`src/rtl/binary_to_bcd_stream.sv`:
```
// Handshaked binary-to-BCD converter: sequential shift-add-3, one source bit per cycle.
// Optional leading-zero blanking mask is built when BIN2BCD_BLANK_EN is defined.
//
// state | meaning
// IDLE  | waiting for a word, in_ready=1
// SHIFT | shift-add-3 in progress, busy=1
// DONE  | result presented, held until out_ready
module binary_to_bcd_stream #(
  parameter int WIDTH  = 16,
  parameter int DIGITS = 5,
  parameter bit SIGNED = 1'b0
) (
  input  logic                  clk,
  input  logic                  reset,
  input  logic [WIDTH-1:0]      in_data,
  input  logic                  in_valid,
  output logic                  in_ready,
  output logic [4*DIGITS-1:0]   out_bcd,
  output logic                  out_neg,
  output logic [DIGITS-1:0]     out_blank,
  output logic                  out_valid,
  input  logic                  out_ready,
  output logic                  busy
);

  localparam int BCD_W = 4 * DIGITS;
  localparam int CNT_W = $clog2(WIDTH + 1);
  localparam logic [CNT_W-1:0] CNT_INIT = CNT_W'(WIDTH);
  localparam logic [CNT_W-1:0] CNT_ONE  = CNT_W'(1);

  localparam logic [1:0] S_IDLE  = 2'd0;
  localparam logic [1:0] S_SHIFT = 2'd1;
  localparam logic [1:0] S_DONE  = 2'd2;

  // Decimal digits needed for the largest unsigned WIDTH-bit value.
  function automatic int min_digits(input int w);
    longint unsigned v;
    int d;
    v = (64'd1 << w) - 64'd1;
    d = 0;
    for (int i = 0; i < 20; i++) begin
      if (v != 0) begin
        d++;
        v = v / 10;
      end
    end
    return d;
  endfunction

  if (WIDTH < 2 || WIDTH > 32) begin : g_width_check
    $error("binary_to_bcd_stream: WIDTH must be in 2..32");
  end
  if (DIGITS < min_digits(WIDTH)) begin : g_digits_check
    $error("binary_to_bcd_stream: DIGITS too small for WIDTH");
  end

  logic [1:0]             state_q, state_d;
  logic [WIDTH-1:0]       src_q, src_d;
  logic [BCD_W-1:0]       acc_q, acc_d;
  logic [CNT_W-1:0]       count_q, count_d;
  logic [BCD_W-1:0]       bcd_q, bcd_d;
  logic                   neg_q, neg_d;

  logic                   accept;
  logic                   in_neg;
  logic [WIDTH-1:0]       magnitude;
  logic [BCD_W-1:0]       acc_adj;
  logic [BCD_W+WIDTH-1:0] shift_pair;
  logic [BCD_W-1:0]       acc_next;
  logic [WIDTH-1:0]       src_next;

  // Negating the most-negative value wraps to 2^(WIDTH-1), which is its correct magnitude.
  assign in_neg    = SIGNED && in_data[WIDTH-1];
  assign magnitude = in_neg ? (~in_data + WIDTH'(1)) : in_data;

  assign in_ready  = (state_q == S_IDLE) || ((state_q == S_DONE) && out_ready);
  assign accept    = in_valid && in_ready;
  assign busy      = (state_q == S_SHIFT);
  assign out_valid = (state_q == S_DONE);
  assign out_bcd   = bcd_q;
  assign out_neg   = neg_q;

  always_comb begin
    acc_adj = acc_q;
    for (int k = 0; k < DIGITS; k++) begin
      if (acc_q[4*k +: 4] >= 4'd5) begin
        acc_adj[4*k +: 4] = acc_q[4*k +: 4] + 4'd3;
      end
    end
  end

  assign shift_pair = {acc_adj, src_q} << 1;
  assign acc_next   = shift_pair[BCD_W+WIDTH-1:WIDTH];
  assign src_next   = shift_pair[WIDTH-1:0];

`ifdef BIN2BCD_BLANK_EN
  logic [DIGITS-1:0] blank_q, blank_d;
  logic [DIGITS-1:0] blank_next;
  logic              upper_zero;

  // Digit 0 is never blanked so a zero result still shows "0".
  always_comb begin
    blank_next = '0;
    upper_zero = 1'b1;
    for (int k = DIGITS - 1; k >= 1; k--) begin
      upper_zero    = upper_zero && (acc_next[4*k +: 4] == 4'd0);
      blank_next[k] = upper_zero;
    end
  end

  assign out_blank = blank_q;
`else
  assign out_blank = '0;
`endif

  always_comb begin
    state_d = state_q;
    src_d   = src_q;
    acc_d   = acc_q;
    count_d = count_q;
    bcd_d   = bcd_q;
    neg_d   = neg_q;
`ifdef BIN2BCD_BLANK_EN
    blank_d = blank_q;
`endif
    case (state_q)
      S_IDLE, S_DONE: begin
        if (state_q == S_DONE && out_ready) begin
          state_d = S_IDLE;
        end
        if (accept) begin
          src_d   = magnitude;
          neg_d   = in_neg;
          acc_d   = '0;
          count_d = CNT_INIT;
          state_d = S_SHIFT;
        end
      end
      S_SHIFT: begin
        src_d   = src_next;
        acc_d   = acc_next;
        count_d = count_q - CNT_ONE;
        if (count_q == CNT_ONE) begin
          bcd_d   = acc_next;
`ifdef BIN2BCD_BLANK_EN
          blank_d = blank_next;
`endif
          state_d = S_DONE;
        end
      end
      default: state_d = S_IDLE;
    endcase
  end

  always_ff @(posedge clk) begin
    if (reset) begin
      state_q <= S_IDLE;
      src_q   <= '0;
      acc_q   <= '0;
      count_q <= '0;
      bcd_q   <= '0;
      neg_q   <= 1'b0;
`ifdef BIN2BCD_BLANK_EN
      blank_q <= '0;
`endif
    end else begin
      state_q <= state_d;
      src_q   <= src_d;
      acc_q   <= acc_d;
      count_q <= count_d;
      bcd_q   <= bcd_d;
      neg_q   <= neg_d;
`ifdef BIN2BCD_BLANK_EN
      blank_q <= blank_d;
`endif
    end
  end

endmodule

```
`config.mk`:
```
export PLATFORM = sky130hd
export DESIGN_NAME = binary_to_bcd_stream
export DESIGN_NICKNAME = d
export VERILOG_FILES = /design/src/rtl/binary_to_bcd_stream.sv
export SDC_FILE = /design/constraint.sdc
export NUM_CORES = 1
export LEC_CHECK = 0
export ABC_AREA = 1
export CELL_PAD_IN_SITES_DETAIL_PLACEMENT = 1
export CELL_PAD_IN_SITES_GLOBAL_PLACEMENT = 2
export CORE_ASPECT_RATIO = 0.75
export CORE_MARGIN = 2
export CORE_UTILIZATION = 25
export CTS_CLUSTER_DIAMETER = 150
export DETAILED_ROUTE_END_ITERATION = 10
export HOLD_SLACK_MARGIN = 0.03
export PLACE_DENSITY_LB_ADDON = 0.1
export SYNTH_ARGS = -nofsm -noshare
export SYNTH_HDL_FRONTEND = slang
export SYNTH_SLANG_ARGS = --single-unit
export TNS_END_PERCENT = 1
```
`constraint.sdc`:
```
create_clock -name clk -period 2.8 [get_ports clk]
set_input_delay 0.42 -clock clk [delete_from_list [all_inputs] [get_ports clk]]
set_output_delay 0.42 -clock clk [all_outputs]
set_load 0.01 [all_outputs]
```
==> metrics.md, run 1 <==
| Metric | Value |
|---|---|
| Outcome | finished, final reports clean |
| Antenna viol nets, final | 0 |
| Post-synth top area share | 0.404 |
| Worst-path clk slew | 0.05 ns |
| Leak Pwr | 1.66 nW |
| Compound-Gate Fraction of Synth Area | 0.133 |
| Avg WL per Cell | 13.0 microns |
| Post-synth top cells | 141 x nand2_1, 63 x dfxtp_1, 61 x nor2_1 |
| Final Max Tran Viols | 0 |
| Setup crit end kind | output port |
| R2R Setup Slk | 0.99 ns |
| Worst Hold Launch | count_q[1]$_SDFFE_PP0P_ |
| DRT Pass-1 Iters | 4 |
| Critical path required time | 2.38 ns |
| Post-synth ARST share | 0 |
| Crit-path max cell delay | 0.55 ns |
| Post-synthesis simple-gate area fraction | 0.315 |
| WP depth | 4 |
| Overflow after GRT | 0 |
| Via density | 4.41 |
| Setup Buffers After CTS | 0 |
| Port Buffers | 42 |
| #FFs+latches synth | 63 |
| CP Max Fanout | 3 |
| GPL Wtd Cong | 0.778 |
| Mux contribution to synthesized area | 0 |
| Worst Path Arrival | 1.60 ns |
| YS warnings | 0 |
| Initial Util | 0.256 |
| Worst Reg2Reg Path Length in Cells | 8 |
| Sink Count | 63 |
| Die Height | 101 microns |
| Final setup viols | 0 |
| Nets@finish | 532 |
| NetSw | 0.578 mW |
| Multi-input gate area | 0.00157 sq mm |
| Post-synthesis xor/xnor area fraction | 0 |
| Main combinational cell family by area after synthesis | simple AND/OR/NAND/NOR gates |
| Max-cap violations | 0 |
| Worst Setup EP | in_ready |
| Element type at the critical path start | primary input |
| Min Hold Slack | 0.462 ns |
| Fin crit share | 0.722 |
| Count of different cell masters after synthesis | 24 |
| Pwr dens | 585 mW/mm^2 |
| Worst Max-Slew Pin Slew | 0.524 ns |
| DP Area | 0.00366 sq mm |
| Core Area | 0.0122 sq mm |
| FMAX | 495 MHz |
| Core Util, Final | 0.323 |
| P&R area growth vs syn | 26.2% |
| Worst-skew pair later-pin latency | 0.33 ns |
| Critical path startpoint | out_ready |
| HPWL Detailed | 5770 microns |
| Cts repair resizes | 0 |
| FF/Latch Area | 0.00126 sq mm |
| Main synth FF type | dfxtp_1 |
| Layout cells sized above 1 | 0.0516 |
| Vias after detailed routing | 2955 |
| Ranking of synthesized cells by area | dfxtp_1 40%, nand2_1 17%, nor2_1 7.3% |
| Routed WL | 8690 microns |
| Tmin final | 2.02 ns |
| Largest net degree at the start of global routing | 42 |
| Design area | 0.00394 sq mm |
| Final Hold Fails | 0 |
| TritonCTS buffer count | 9 |
| Iter 0 DRT Violations | 105 |
| Antenna violations before repair | 0 |
| Num rows | 35 |
| Worst R2R Start | count_q[1]$_SDFFE_PP0P_ |
| Reg2reg end | out_bcd[2]$_SDFFE_PP0P_ |
| Hold Crit Depth | 2 |
| CP max-delay cell | clkdlybuf4s50_1 |
| RSZ-0062 raised after global routing | no |
| Synth Instances | 462 |
| Peak VDD IR | 0.000279 V |
| Post-synthesis cell area | 0.00312 sq mm |
| CP most frequent cell | clkdlybuf4s50_1 |
| Sum Neg Setup Slack | 0 ns |
| Post-synth EDFFs | 0 |
| Gr usage total | 0.141 |
| Mean area per synthesized cell | 6.76 sq um |
| Cell family with most CP delay | buffers and inverters |
| IO Count | 49 |
| Antenna Diode Count | 0 |
| Sequential power share | 0.421 |
| Leading area contributor after synthesis | dfxtp_1 |
| Number of buffers and inverters on the critical path | 3 |
| Die Width | 133 microns |
| Sw Share | 0.251 |
| Cell Chain, Critical Path | clkdlybuf4s50_1 > inv_1 > a21oi_1 > clkdlybuf4s50_1 |
| Die ar. | 0.0134 sq mm |
| First-pass GRT wire length | 14700 microns |
| Hold Path Class | reg -> reg |
| H-tree depth | 3 |
| Crit Path Class | in -> out |
| Sequential share of the synthesized area | 0.404 |
| Synth Area in Adders | 0.0481 |
| Logic pwr share | 0.127 |
| Cell internal pwr | 1.73 mW |
| CTS max path bufs | 2 |
| # fillers | 1501 |
| Slew margin rel. | 0.650 |
| Top-count cell post-synth | nand2_1 |
| CTS tree | built |
| DRC | 0 |
| Power share of the clock group | 0.452 |
| Cts hold-fix bufs | 0 |
| Clock Tree Root | clkbuf_16 |
| Clock skew | 0.00699 ns |
| Vias in the first global route | 2981 |
[power by group through the flow]
stage / logic [mW] / clock network, mW / registers (mW)
final: 0.292 / 1.04 / 0.971
after global routing: 0.337 / 1.12 / 0.976
after CTS: 0.302 / 1.08 / 0.970
after detailed placement: 0.300 / 0 / 0.988
after global placement: 0.297 / 0 / 0.988
after floorplan: 0.195 / 0 / 0.987
[worst min path at each step]
stage / end / slack [ns]
floorplan: count_q[1]$_SDFFE_PP0P_ / 0.44
global placement: count_q[1]$_SDFFE_PP0P_ / 0.45
detailed placement: count_q[1]$_SDFFE_PP0P_ / 0.46
CTS: count_q[1]$_SDFFE_PP0P_ / 0.47
global route: out_bcd[15]$_SDFFE_PP0P_ / 0.49
finish: count_q[1]$_SDFFE_PP0P_ / 0.46
[flip-flops by register name, summed over array words and instances, names as in the netlist]
register,cells
acc_q,20
count_q,5
src_q,16
out_bcd,20
state_q,2
[stage by stage]
stage          worst slack (ns)  cells  power, mW
6_report                  0.779    670       2.30
2_1_floorplan              1.48    467       1.18
3_5_place_dp              0.774    655       1.29
5_1_grt                   0.734    670       2.44
3_3_place_gp              0.783    655       1.28
4_1_cts                   0.769    670       2.36
[worst min-delay path, delay by kind of cell (launching register included)]
kind	cells	cell delay (ns)
DFF	1	0.30
and+or+nand+nor	1	0.06
AOI/OAI and AO/OA	1	0.05
[cells in the final DEF (no fill, tap or decap)]
master and n:
nand2_1 141, dfxtp_1 63, nor2_1 61, clkdlybuf4s50_1 42, a21oi_1 38, inv_1 35, o21ai_0 27, nand3_1 24
ha_1 12, nand4_1 10, o21ai_1 9, clkbuf_16 9, conb_1 6, buf_4 5, inv_2 4, o21a_1 4
clkbuf_1 3, clkbuf_8 3, nor2_4 2, nand2_2 1, o21bai_1 1, nor3b_1 1, or2_2 1, a31oi_1 1
buf_12 1
[per-layer routing]
metal | global-route usage | part of all wire
met3 | 0.0422 | 0.029
met4 | 0.0422 | 0.013
met5 | 0 | 0
met1 | 0.187 | 0.54
met2 | 0.223 | 0.42
[cells by family after synthesis]
group                      Yosys count
adders and majority gates           12
and+or+nand+nor                    241
other                                1
buffers and inverters               65
DFF                                 63
AOI/OAI and AO/OA                   80
[layout make-up]
class                   count  area share
flip-flops and latches     63       0.320
multi-input cells         339       0.398
repair buffers             48       0.121
well taps                 166      0.0527
inverters                  39      0.0371
clock buffers              15      0.0705
Note: power is estimated with default switching activity, not from simulation.
==> inputs of run 2 (changes only) <==
==> constraint.sdc (replaced) <==
create_clock -name clk -period 1.8 [get_ports clk]
set_input_delay 0.27 -clock clk [delete_from_list [all_inputs] [get_ports clk]]
set_output_delay 0.27 -clock clk [all_outputs]
set_load 0.01 [all_outputs]
==> run 2 against run 1 <==
Against the previous run: sequential cell count is the same; first-iteration DRC count down 4.8%; critical path type is now reg -> out; largest cell class unchanged; via count rose by 1.2%; hold slack worse by 0.00088 ns.
==> metrics.md, run 2 (synthesized netlist as in run 1, its figures left out) <==
| Metric | Value |
|---|---|
| Outcome | finished, final reports clean |
| Peak VDD IR | 0.000426 V (+53%) |
| Largest net degree at the start of global routing | 42 (unchanged) |
| H-tree depth | 3 (unchanged) |
| Worst-path clk slew | 0.05 ns (about the same) |
| TritonCTS buffer count | 9 (unchanged) |
| # fillers | 1518 (+1.1%) |
| Setup Buffers After CTS | 0 (unchanged) |
| Initial Util | 0.256 (unchanged) |
| CP Max Fanout | 4 (+1) |
| Nets@finish | 537 (+0.94%) |
| Routed WL | 8920 microns (+2.6%) |
| GPL Wtd Cong | 0.743 (-4.4%) |
| Crit Path Class | reg -> out |
| Cell family with most CP delay | buffers and inverters |
| Avg WL per Cell | 13.2 microns (+1.7%) |
| Number of buffers and inverters on the critical path | 2 (-1) |
| Most frequent cells in the layout | 141 x nand2_1, 63 x dfxtp_1, 61 x nor2_1 |
| Num rows | 35 (unchanged) |
| Die Height | 101 microns (unchanged) |
| DRT Pass-1 Iters | 4 (unchanged) |
| Vias in the first global route | 3065 (+2.8%) |
| Cts repair resizes | 0 (unchanged) |
| Leak Pwr | 1.69 nW (+1.9%) |
| FMAX | 579 MHz |
| Tmin final | 1.73 ns |
| HPWL Detailed | 5930 microns (+2.7%) |
| Critical path required time | 1.53 ns (-0.85 ns) |
| Sum Neg Setup Slack | 0 ns (unchanged) |
| Fin crit share | 0.959 |
| Layout cells sized above 1 | 0.0588 (+0.00724) |
| Core Area | 0.0122 sq mm (unchanged) |
| IO Count | 49 (unchanged) |
| Gr usage total | 0.144 (+0.00275) |
| Setup crit end kind | output port |
| Final Max Tran Viols | 0 (unchanged) |
| Die ar. | 0.0134 sq mm (unchanged) |
| CTS max path bufs | 2 (unchanged) |
| Antenna viol nets, final | 0 (unchanged) |
| Vias after detailed routing | 2989 (+1.2%) |
| DRC | 0 (unchanged) |
| Final Hold Fails | 0 (unchanged) |
| CP max-delay cell | clkdlybuf4s50_1 |
| Hold Path Class | reg -> reg |
| Via density | 4.42 (+0.25%) |
| Die Width | 133 microns (unchanged) |
| Worst Path Arrival | 1.46 ns (-0.14 ns) |
| Final setup viols | 0 (unchanged) |
| Crit-path max cell delay | 0.55 ns (about the same) |
| Sink Count | 63 (unchanged) |
| Antenna violations before repair | 0 (unchanged) |
| Antenna Diode Count | 0 (unchanged) |
| Cell Chain, Critical Path | inv_1 > nor2_1 > clkdlybuf4s50_1 |
| First-pass GRT wire length | 15200 microns (+2.9%) |
| Overflow after GRT | 0 (unchanged) |
| Commonest non-fill, non-tap cell in the layout | nand2_1 |
| Cts hold-fix bufs | 0 (unchanged) |
| Clock skew | 0.00585 ns (-0.00115 ns) |
| CTS tree | built |
| Min Hold Slack | 0.462 ns (-0.000883 ns) |
| Element type at the critical path start | flip-flop |
| Pwr dens | 898 mW/mm^2 (+54%) |
| Max-cap violations | 0 (unchanged) |
| Clock Tree Root | clkbuf_16 |
| FF/Latch Area | 0.00126 sq mm (unchanged) |
| Worst-skew pair later-pin latency | 0.33 ns (about the same) |
| Iter 0 DRT Violations | 100 (-4.8%) |
| Multi-input gate area | 0.00157 sq mm (unchanged) |
| Port Buffers | 42 (unchanged) |
| RSZ-0062 raised after global routing | no |
| P&R area growth vs syn | 28.4% |
-- run 2: final timing paths --
kind | from | end | slack [ns] | cells past startpoint
worst min register to register | out_bcd[19]$_SDFFE_PP0P_ | out_bcd[19]$_SDFFE_PP0P_ | 0.46 | 2
worst min-delay path | out_bcd[19]$_SDFFE_PP0P_ | out_bcd[19]$_SDFFE_PP0P_ | 0.46 | 2
worst max-delay path | state_q[1]$_SDFFE_PP0P_ | out_valid | 0.07 | 3
worst max register to register | count_q[1]$_SDFFE_PP0P_ | out_bcd[10]$_SDFFE_PP0P_ | 0.21 | 7
-- run 2: where the power goes --
group | switching (mW) | leakage, nW | internal, mW | total [mW]
logic | 0.284 | 1.05 | 0.200 | 0.484
registers | 0.0393 | 0.513 | 1.47 | 1.51
clock network | 0.596 | 0.131 | 1.01 | 1.61
total | 0.919 | 1.69 | 2.68 | 3.60
-- run 2: final cells by class --
type / instances / area share
tap: 166 / 0.0518
sequential: 63 / 0.315
inverter: 39 / 0.0365
timing repair buffer: 53 / 0.138
clock buffer: 16 / 0.0677
multi-input combinational: 339 / 0.392
-- run 2: per-stage QoR --
step                      std cells  setup slack (ns)  utilization  total power, mW  cell area, sq um
after floorplan                 467             0.504            -             1.84              3140
after global placement          660            0.0890        0.306             2.03              3740
after detailed placement        660            0.0822        0.306             2.03              3740
after CTS                       676            0.0435        0.328             3.67              4010
after global routing            676            0.0189        0.328             3.79              4010
final                           676            0.0735        0.328             3.60              4010
-- run 2: worst min-delay path, delay by kind of cell, from the launching register on --
| family | cells | cell delay [ns] |
|---|---|---|
| DFF | 1 | 0.31 |
| and+or+nand+nor | 1 | 0.06 |
| AOI/OAI and AO/OA | 1 | 0.05 |
-- run 2: routing by layer --
metal	vias to the layer above	global-route usage	wire, microns
met1	1397	0.191	4760
met4	0	0.0513	107
li1	1552	-	-
met3	8	0.0367	276
met2	32	0.227	3770
met5	-	0	0
